## config.mk

```make
export PLATFORM = sky130hd
export DESIGN_NAME = adder_bist_ctrl
export DESIGN_NICKNAME = d
export VERILOG_FILES = /design/src/rtl/adder_bist_ctrl.sv
export SDC_FILE = /design/constraint.sdc
export NUM_CORES = 1
export LEC_CHECK = 0
export CORE_MARGIN = 3
export CORE_UTILIZATION = 30
export CTS_CLUSTER_DIAMETER = 120
export DETAILED_ROUTE_END_ITERATION = 10
export GPL_ROUTABILITY_DRIVEN = 0
export PLACE_DENSITY = 0.58
export SLEW_MARGIN = 10
export SYNTH_ARGS = -nofsm -noshare
export SYNTH_HDL_FRONTEND = slang
export SYNTH_SLANG_ARGS = --single-unit
```

## constraint.sdc

```tcl
create_clock -name clk -period 4 [get_ports clk]
set_input_delay 0.8 -clock clk [delete_from_list [all_inputs] [get_ports clk]]
set_output_delay 0.8 -clock clk [all_outputs]
set_load 0.005 [all_outputs]
```

## src/rtl/adder_bist_ctrl.sv

```systemverilog
// adder_bist_ctrl: BIST controller for the registered prefix-adder wrappers.
// Drives wrapper operands from two Galois LFSRs and checks the wrapper's registered
// {cout,sum} against a golden a+b carried through a LATENCY-deep delay line.
// Optional build macro ADDER_BIST_CORNER_EN: vector indices 0..3 become fixed corner
// operands and the LFSRs hold still while those corners are issued.
module adder_bist_ctrl #(
    parameter int unsigned WIDTH   = 64,
    parameter int unsigned LATENCY = 2,
    parameter logic [63:0] SEED_A  = 64'hACE1_0000_0000_0001,
    parameter logic [63:0] SEED_B  = 64'h1234_5678_9ABC_DEF1
) (
    input  logic             clk,
    input  logic             rst_n,
    input  logic             start,
    input  logic [31:0]      num_vec,
    output logic [WIDTH-1:0] op_a,
    output logic [WIDTH-1:0] op_b,
    input  logic [WIDTH-1:0] dut_sum,
    input  logic             dut_cout,
    output logic             busy,
    output logic             done,
    output logic             pass,
    output logic [15:0]      err_count,
    output logic [31:0]      first_err_idx
);

    localparam int unsigned IDX_W = 32;
    localparam int unsigned ERR_W = 16;
    localparam int unsigned HEAD  = LATENCY - 1;
    // x^64+x^63+x^61+x^60+1 for WIDTH=64; the same tap shape is kept for other widths
    localparam logic [WIDTH-1:0] TAPS = (WIDTH'(1) << (WIDTH - 1)) | (WIDTH'(1) << (WIDTH - 2))
                                      | (WIDTH'(1) << (WIDTH - 4)) | (WIDTH'(1) << (WIDTH - 5));
    localparam logic [WIDTH-1:0] SEED_A_W = WIDTH'(SEED_A);
    localparam logic [WIDTH-1:0] SEED_B_W = WIDTH'(SEED_B);
`ifdef ADDER_BIST_CORNER_EN
    localparam logic [WIDTH-1:0] PAT_5 = WIDTH'({WIDTH{2'b01}});
    localparam logic [WIDTH-1:0] PAT_A = WIDTH'({WIDTH{2'b10}});
`endif

    typedef enum logic [1:0] {IDLE, RUN, DRAIN, DONE} state_e;

    state_e             state_q, state_d;
    logic [WIDTH-1:0]   op_a_q, op_a_d, op_b_q, op_b_d;
    logic [WIDTH-1:0]   lfsr_a_q, lfsr_a_d, lfsr_b_q, lfsr_b_d;
    logic [IDX_W-1:0]   num_vec_q, num_vec_d, vec_idx_q, vec_idx_d;
    logic [ERR_W-1:0]   err_q, err_d;
    logic [IDX_W-1:0]   first_q, first_d;
    logic               busy_q, busy_d, done_q, done_d, pass_q, pass_d;

    logic               pipe_vld_q [LATENCY];
    logic [IDX_W-1:0]   pipe_idx_q [LATENCY];
    logic [WIDTH:0]     pipe_exp_q [LATENCY];

    logic [WIDTH-1:0]   src_a, src_b, gen_a, gen_b, gen_a_nx, gen_b_nx;
    logic               line_left, mismatch;
`ifdef ADDER_BIST_CORNER_EN
    logic [IDX_W-1:0]   gen_idx;
`endif

    function automatic logic [WIDTH-1:0] lfsr_step(input logic [WIDTH-1:0] s);
        return (s >> 1) ^ (s[0] ? TAPS : '0);
    endfunction

    function automatic logic [WIDTH-1:0] bit_rev(input logic [WIDTH-1:0] s);
        logic [WIDTH-1:0] r;
        for (int i = 0; i < int'(WIDTH); i++) r[WIDTH-1-i] = s[i];
        return r;
    endfunction

    // LFSR source: seeds when a run is being launched, running state inside RUN
    always_comb begin
        src_a = SEED_A_W;
        src_b = SEED_B_W;
        if (state_q == RUN) begin
            src_a = lfsr_a_q;
            src_b = lfsr_b_q;
        end
`ifdef ADDER_BIST_CORNER_EN
        gen_idx = (state_q == RUN) ? vec_idx_q + 32'd1 : '0;
`endif
    end

    // Next operand pair and advanced LFSR values for the vector about to be issued
    always_comb begin
        gen_a    = src_a;
        gen_b    = bit_rev(src_b);
        gen_a_nx = lfsr_step(src_a);
        gen_b_nx = lfsr_step(src_b);
`ifdef ADDER_BIST_CORNER_EN
        if (gen_idx < 32'd4) begin
            gen_a_nx = src_a;
            gen_b_nx = src_b;
            case (gen_idx[1:0])
                2'd0:    begin gen_a = '0;    gen_b = '0;        end
                2'd1:    begin gen_a = '1;    gen_b = WIDTH'(1); end
                2'd2:    begin gen_a = '1;    gen_b = '1;        end
                default: begin gen_a = PAT_5; gen_b = PAT_A;     end
            endcase
        end
`endif
    end

    // Entries still in flight once the head has been consumed this cycle
    always_comb begin
        line_left = 1'b0;
        for (int i = 0; i < int'(LATENCY) - 1; i++) line_left = line_left | pipe_vld_q[i];
    end

    // Next-state, operand issue and result bookkeeping
    always_comb begin
        state_d   = state_q;
        op_a_d    = '0;
        op_b_d    = '0;
        lfsr_a_d  = lfsr_a_q;
        lfsr_b_d  = lfsr_b_q;
        num_vec_d = num_vec_q;
        vec_idx_d = vec_idx_q;
        err_d     = err_q;
        first_d   = first_q;

        mismatch = pipe_vld_q[HEAD] && ({dut_cout, dut_sum} != pipe_exp_q[HEAD]);
        if (mismatch) begin
            if (err_q != '1) err_d = err_q + 16'd1;
            if (err_q == '0) first_d = pipe_idx_q[HEAD];
        end

        case (state_q)
            IDLE, DONE: begin
                if (start) begin
                    num_vec_d = num_vec;
                    vec_idx_d = '0;
                    err_d     = '0;
                    first_d   = '1;
                    lfsr_a_d  = SEED_A_W;
                    lfsr_b_d  = SEED_B_W;
                    if (num_vec == '0) begin
                        state_d = DONE;
                    end else begin
                        state_d  = RUN;
                        op_a_d   = gen_a;
                        op_b_d   = gen_b;
                        lfsr_a_d = gen_a_nx;
                        lfsr_b_d = gen_b_nx;
                    end
                end
            end
            RUN: begin
                if (vec_idx_q == num_vec_q - 32'd1) begin
                    state_d = DRAIN;
                end else begin
                    op_a_d    = gen_a;
                    op_b_d    = gen_b;
                    lfsr_a_d  = gen_a_nx;
                    lfsr_b_d  = gen_b_nx;
                    vec_idx_d = vec_idx_q + 32'd1;
                end
            end
            DRAIN: begin
                if (!line_left) state_d = DONE;
            end
            default: state_d = IDLE;
        endcase

        busy_d = (state_d == RUN) || (state_d == DRAIN);
        done_d = (state_d == DONE);
        pass_d = (state_d == DONE) && (err_d == '0);
    end

    // State, operand, result and delay-line registers
    always_ff @(posedge clk) begin
        if (!rst_n) begin
            state_q   <= IDLE;
            op_a_q    <= '0;
            op_b_q    <= '0;
            lfsr_a_q  <= SEED_A_W;
            lfsr_b_q  <= SEED_B_W;
            num_vec_q <= '0;
            vec_idx_q <= '0;
            err_q     <= '0;
            first_q   <= '1;
            busy_q    <= 1'b0;
            done_q    <= 1'b0;
            pass_q    <= 1'b0;
            for (int i = 0; i < int'(LATENCY); i++) begin
                pipe_vld_q[i] <= 1'b0;
                pipe_idx_q[i] <= '0;
                pipe_exp_q[i] <= '0;
            end
        end else begin
            state_q   <= state_d;
            op_a_q    <= op_a_d;
            op_b_q    <= op_b_d;
            lfsr_a_q  <= lfsr_a_d;
            lfsr_b_q  <= lfsr_b_d;
            num_vec_q <= num_vec_d;
            vec_idx_q <= vec_idx_d;
            err_q     <= err_d;
            first_q   <= first_d;
            busy_q    <= busy_d;
            done_q    <= done_d;
            pass_q    <= pass_d;
            // op registers hold a live vector exactly while in RUN
            pipe_vld_q[0] <= (state_q == RUN);
            pipe_idx_q[0] <= vec_idx_q;
            pipe_exp_q[0] <= {1'b0, op_a_q} + {1'b0, op_b_q};
            for (int i = 1; i < int'(LATENCY); i++) begin
                pipe_vld_q[i] <= pipe_vld_q[i-1];
                pipe_idx_q[i] <= pipe_idx_q[i-1];
                pipe_exp_q[i] <= pipe_exp_q[i-1];
            end
        end
    end

    assign op_a          = op_a_q;
    assign op_b          = op_b_q;
    assign busy          = busy_q;
    assign done          = done_q;
    assign pass          = pass_q;
    assign err_count     = err_q;
    assign first_err_idx = first_q;

endmodule

```

==> impl_metrics.json, run 1 <==
{
  "synth.most_common_cell": "dfxtp_1",
  "dr.first_iter.drc_count": 1551,
  "drv_cap": 0,
  "yosysTopAreaCell": "dfxtp_1",
  "core_um2": 78200,
  "syn2layout_area_growth_pct": 25.4,
  "track_usage_pct": 17.9,
  "max_freq_mhz": 262,
  "whs_ns": 0.428,
  "worstPathCellList": "ha_1 -> nand2_1 -> or4_1 -> a2111oi_1 -> buf_4 -> and2_1 -> a22oi_1 -> a31o_2 -> a31oi_1 -> a41o_1 -> nor2_1 -> a211o_1",
  "initial_core_util_pct": 30.6,
  "vias": 19433,
  "period_share_pct": 95.3,
  "cts_root_buf": "clkbuf_16",
  "synth_warnings": 0,
  "status": "completed",
  "ctsLongestPathBuffers": 3,
  "critical_path.max_stage_delay_ns": 0.59,
  "antenna_found_initial": 1,
  "drive_gt1_share_pct": 6.62,
  "avgSynthCellArea_um2": 8.97,
  "hold_depth": 1,
  "clk_latency_ns": 0.64,
  "ys_types": 73,
  "synth_top_area_share_pct": 47.6,
  "top_usage_layer": "met2",
  "synth_nets": 2840,
  "place_area_um2": 28000,
  "synth-seq-cells": 569,
  "ir_worst_vdd_mv": 0.342,
  "synthArstFlopShare_pct": 0,
  "slowest_stage": "or4_1",
  "cts.clk_slew.worst_paths_ns": 0.06,
  "wirelength_um": 77100,
  "cts_hold_buf": 0,
  "overflow": 0,
  "io_buffers": 278,
  "grt_pass1_vias": 18044,
  "setup_violations": 0,
  "worstRegToRegCells": 12,
  "path_class": "flip-flop to flip-flop",
  "p_leak_uw": 0.0118,
  "synth_edf_count": 0,
  "slew_viol_final": 0,
  "fin_crit_ns": 3.81,
  "holdPathEnd": "pipe_idx_q[0][60]",
  "cts_tree": "yes",
  "clock_skew_ns": 0.0338,
  "avgRoutedWirePerCell_um": 19.3,
  "grt.met1_usage_pct": 26.3,
  "worst_slew_pin_slew_ns": 1.05,
  "fin_area_um2": 30000,
  "use_met2_pct": 26.9,
  "die_w_um": 288,
  "dpl.hpwl_um": 58600,
  "netlist_area_um2": 23900,
  "dieArea_um2": 83200,
  "die-height_um": 288,
  "rr_endpoint": "pipe_exp_q[0][59]",
  "crit_family": "compound AO/OA/AOI/OAI gates",
  "clock_sinks": 569,
  "postCtsSetupRepairBufs": 0,
  "r2r_setup_slack_ns": 0.19,
  "synthTopCellsByCount": "dfxtp_1, nand2_1, and2_1",
  "rows": 102,
  "slew_headroom_pct": 29.9,
  "cp-end-kind": "flip-flop",
  "p_per_area_nw_per_um2": 559,
  "cp-start-kind": "flip-flop",
  "cp_data_required_time_ns": 4.49,
  "via_per_inst": 4.86,
  "numCtsBuffers": 56,
  "gr-usage-met3_pct": 2.59,
  "cts_max_level": 2,
  "dr.pass1.iters": 7,
  "drc": 0,
  "final_nets": 3089,
  "synth_flop_cell": "dfxtp_1",
  "synthCells": 2666,
  "ant_nets": 0,
  "synth.area.top_cells": "dfxtp_1, and2_1, nand2_1",
  "synth-seq-area-share_pct": 47.6,
  "fin_util_pct": 38.3,
  "grt_start_max_net_pins": 193,
  "regToRegStartpoint": "op_a[28]",
  "critPathBufInv": 1,
  "hold_viol": 0,
  "grt_pass1_wl_um": 114000,
  "pin_count": 279,
  "cp.arrival_ns": 4.31,
  "setup_tns_ns": 0,
  "hp-class": "flip-flop to flip-flop",
  "worst-path-max-fanout": 6,
  "min_from": "pipe_idx_q[0][28]"
}
[cell type report]
| class | count | area, um^2 |
|---|---|---|
| fillers | 7806 | 48200 |
| multi-input cells | 1906 | 11900 |
| flip-flops and latches | 569 | 11400 |
| repair buffers | 342 | 3360 |
| clock buffers | 71 | 1560 |
| well taps | 1040 | 1300 |
| clock inverters | 31 | 374 |
| inverters | 40 | 153 |
| diodes | 1 | 2.50 |
[flip-flops by register name, indices dropped and copies added, names as in the netlist]
signal and cells:
state_q 2, pipe_idx_q 64, vec_idx_q 32, pipe_exp_q 130
op_a 64, done 1, err_count 16, num_vec_q 32
op_b 64, busy 1, lfsr_b_q 64, pipe_vld_q 2
pass 1, first_err_idx 32, lfsr_a_q 64
[cells by family after synthesis]
kind of cell	count (synthesis)	synth area share [%]
muxes	52	2.18
adders and majority gates	74	3.90
buffers and inverters	191	3.29
xor gates and xnor gates	183	6.70
and+or+nand+nor	1105	23.4
DFF	569	47.6
AOI/OAI and AO/OA	492	12.9
[routing by layer]
layer	vias up	wire length (um)
met5	-	12
met4	2	2270
met3	103	4360
met2	613	33100
met1	9056	37400
li1	9659	-
[timing repair]
action                                  CTS  global route
endpoints found under the setup margin    0            88
endpoints found under the hold margin     0             0
resized for setup                         0            11
[worst max path at each step]
stage | startpoint | end | slack (ns) | cells past startpoint
after floorplan | num_vec_q[0] | pass | 0.36 | 16
after global placement | op_a[28] | pipe_exp_q[0][59] | 0.09 | 12
after detailed placement | num_vec_q[0] | pass | 0.06 | 16
after CTS | num_vec_q[0] | pass | 0.04 | 16
after global routing | op_a[28] | pipe_exp_q[0][59] | -0.07 | 12
final | op_a[28] | pipe_exp_q[0][59] | 0.19 | 12
[placed cells by master, fill, tap and decap left out, drive strengths merged, types with 10 or more instances in the layout]
master | synthesis | final
dfxtp | 569 | 569
a22o | 21 | 21
mux2i | 51 | 51
nor3 | 34 | 34
a21o | 33 | 33
o21ai | 67 | 67
clkdlybuf4s50 | 0 | 277
a31oi | 16 | 16
nor2b | 13 | 13
a211oi | 10 | 10
clkbuf | 111 | 71
buf | 40 | 65
o211ai | 37 | 37
inv | 40 | 44
a2bb2oi | 13 | 13
nor2 | 191 | 191
a21oi | 206 | 206
nand2 | 321 | 321
clkinv | 0 | 18
and3 | 34 | 34
xnor2 | 122 | 122
ha | 73 | 73
or3 | 20 | 20
nand3 | 105 | 105
nand4 | 40 | 40
and2 | 233 | 233
nor4 | 32 | 32
o21a | 12 | 12
nand2b | 39 | 39
xor2 | 61 | 61
[through the flow]
step | setup WS [ns] | power (uW) | cells
floorplan | 0.359 | 9480 | 2666
global placement | 0.0871 | 11400 | 3897
detailed placement | 0.0595 | 11400 | 3897
CTS | 0.0443 | 16800 | 3999
global route | -0.0727 | 17600 | 3999
finish | 0.187 | 16800 | 4000
[where the power goes]
group          internal [uW]  switching (uW)  total, uW
clock                   3110            2320       5430
sequential              6360             637       7000
combinational           1790            2560       4350
total                  11300            5520      16800
Note: power is estimated with default switching activity, not from simulation.
==> inputs of run 2 (changes only) <==
- SLEW_MARGIN: 10 -> 20
==> results of run 2 <==
Final layout, timing and power as in run 1 (identical DEF).
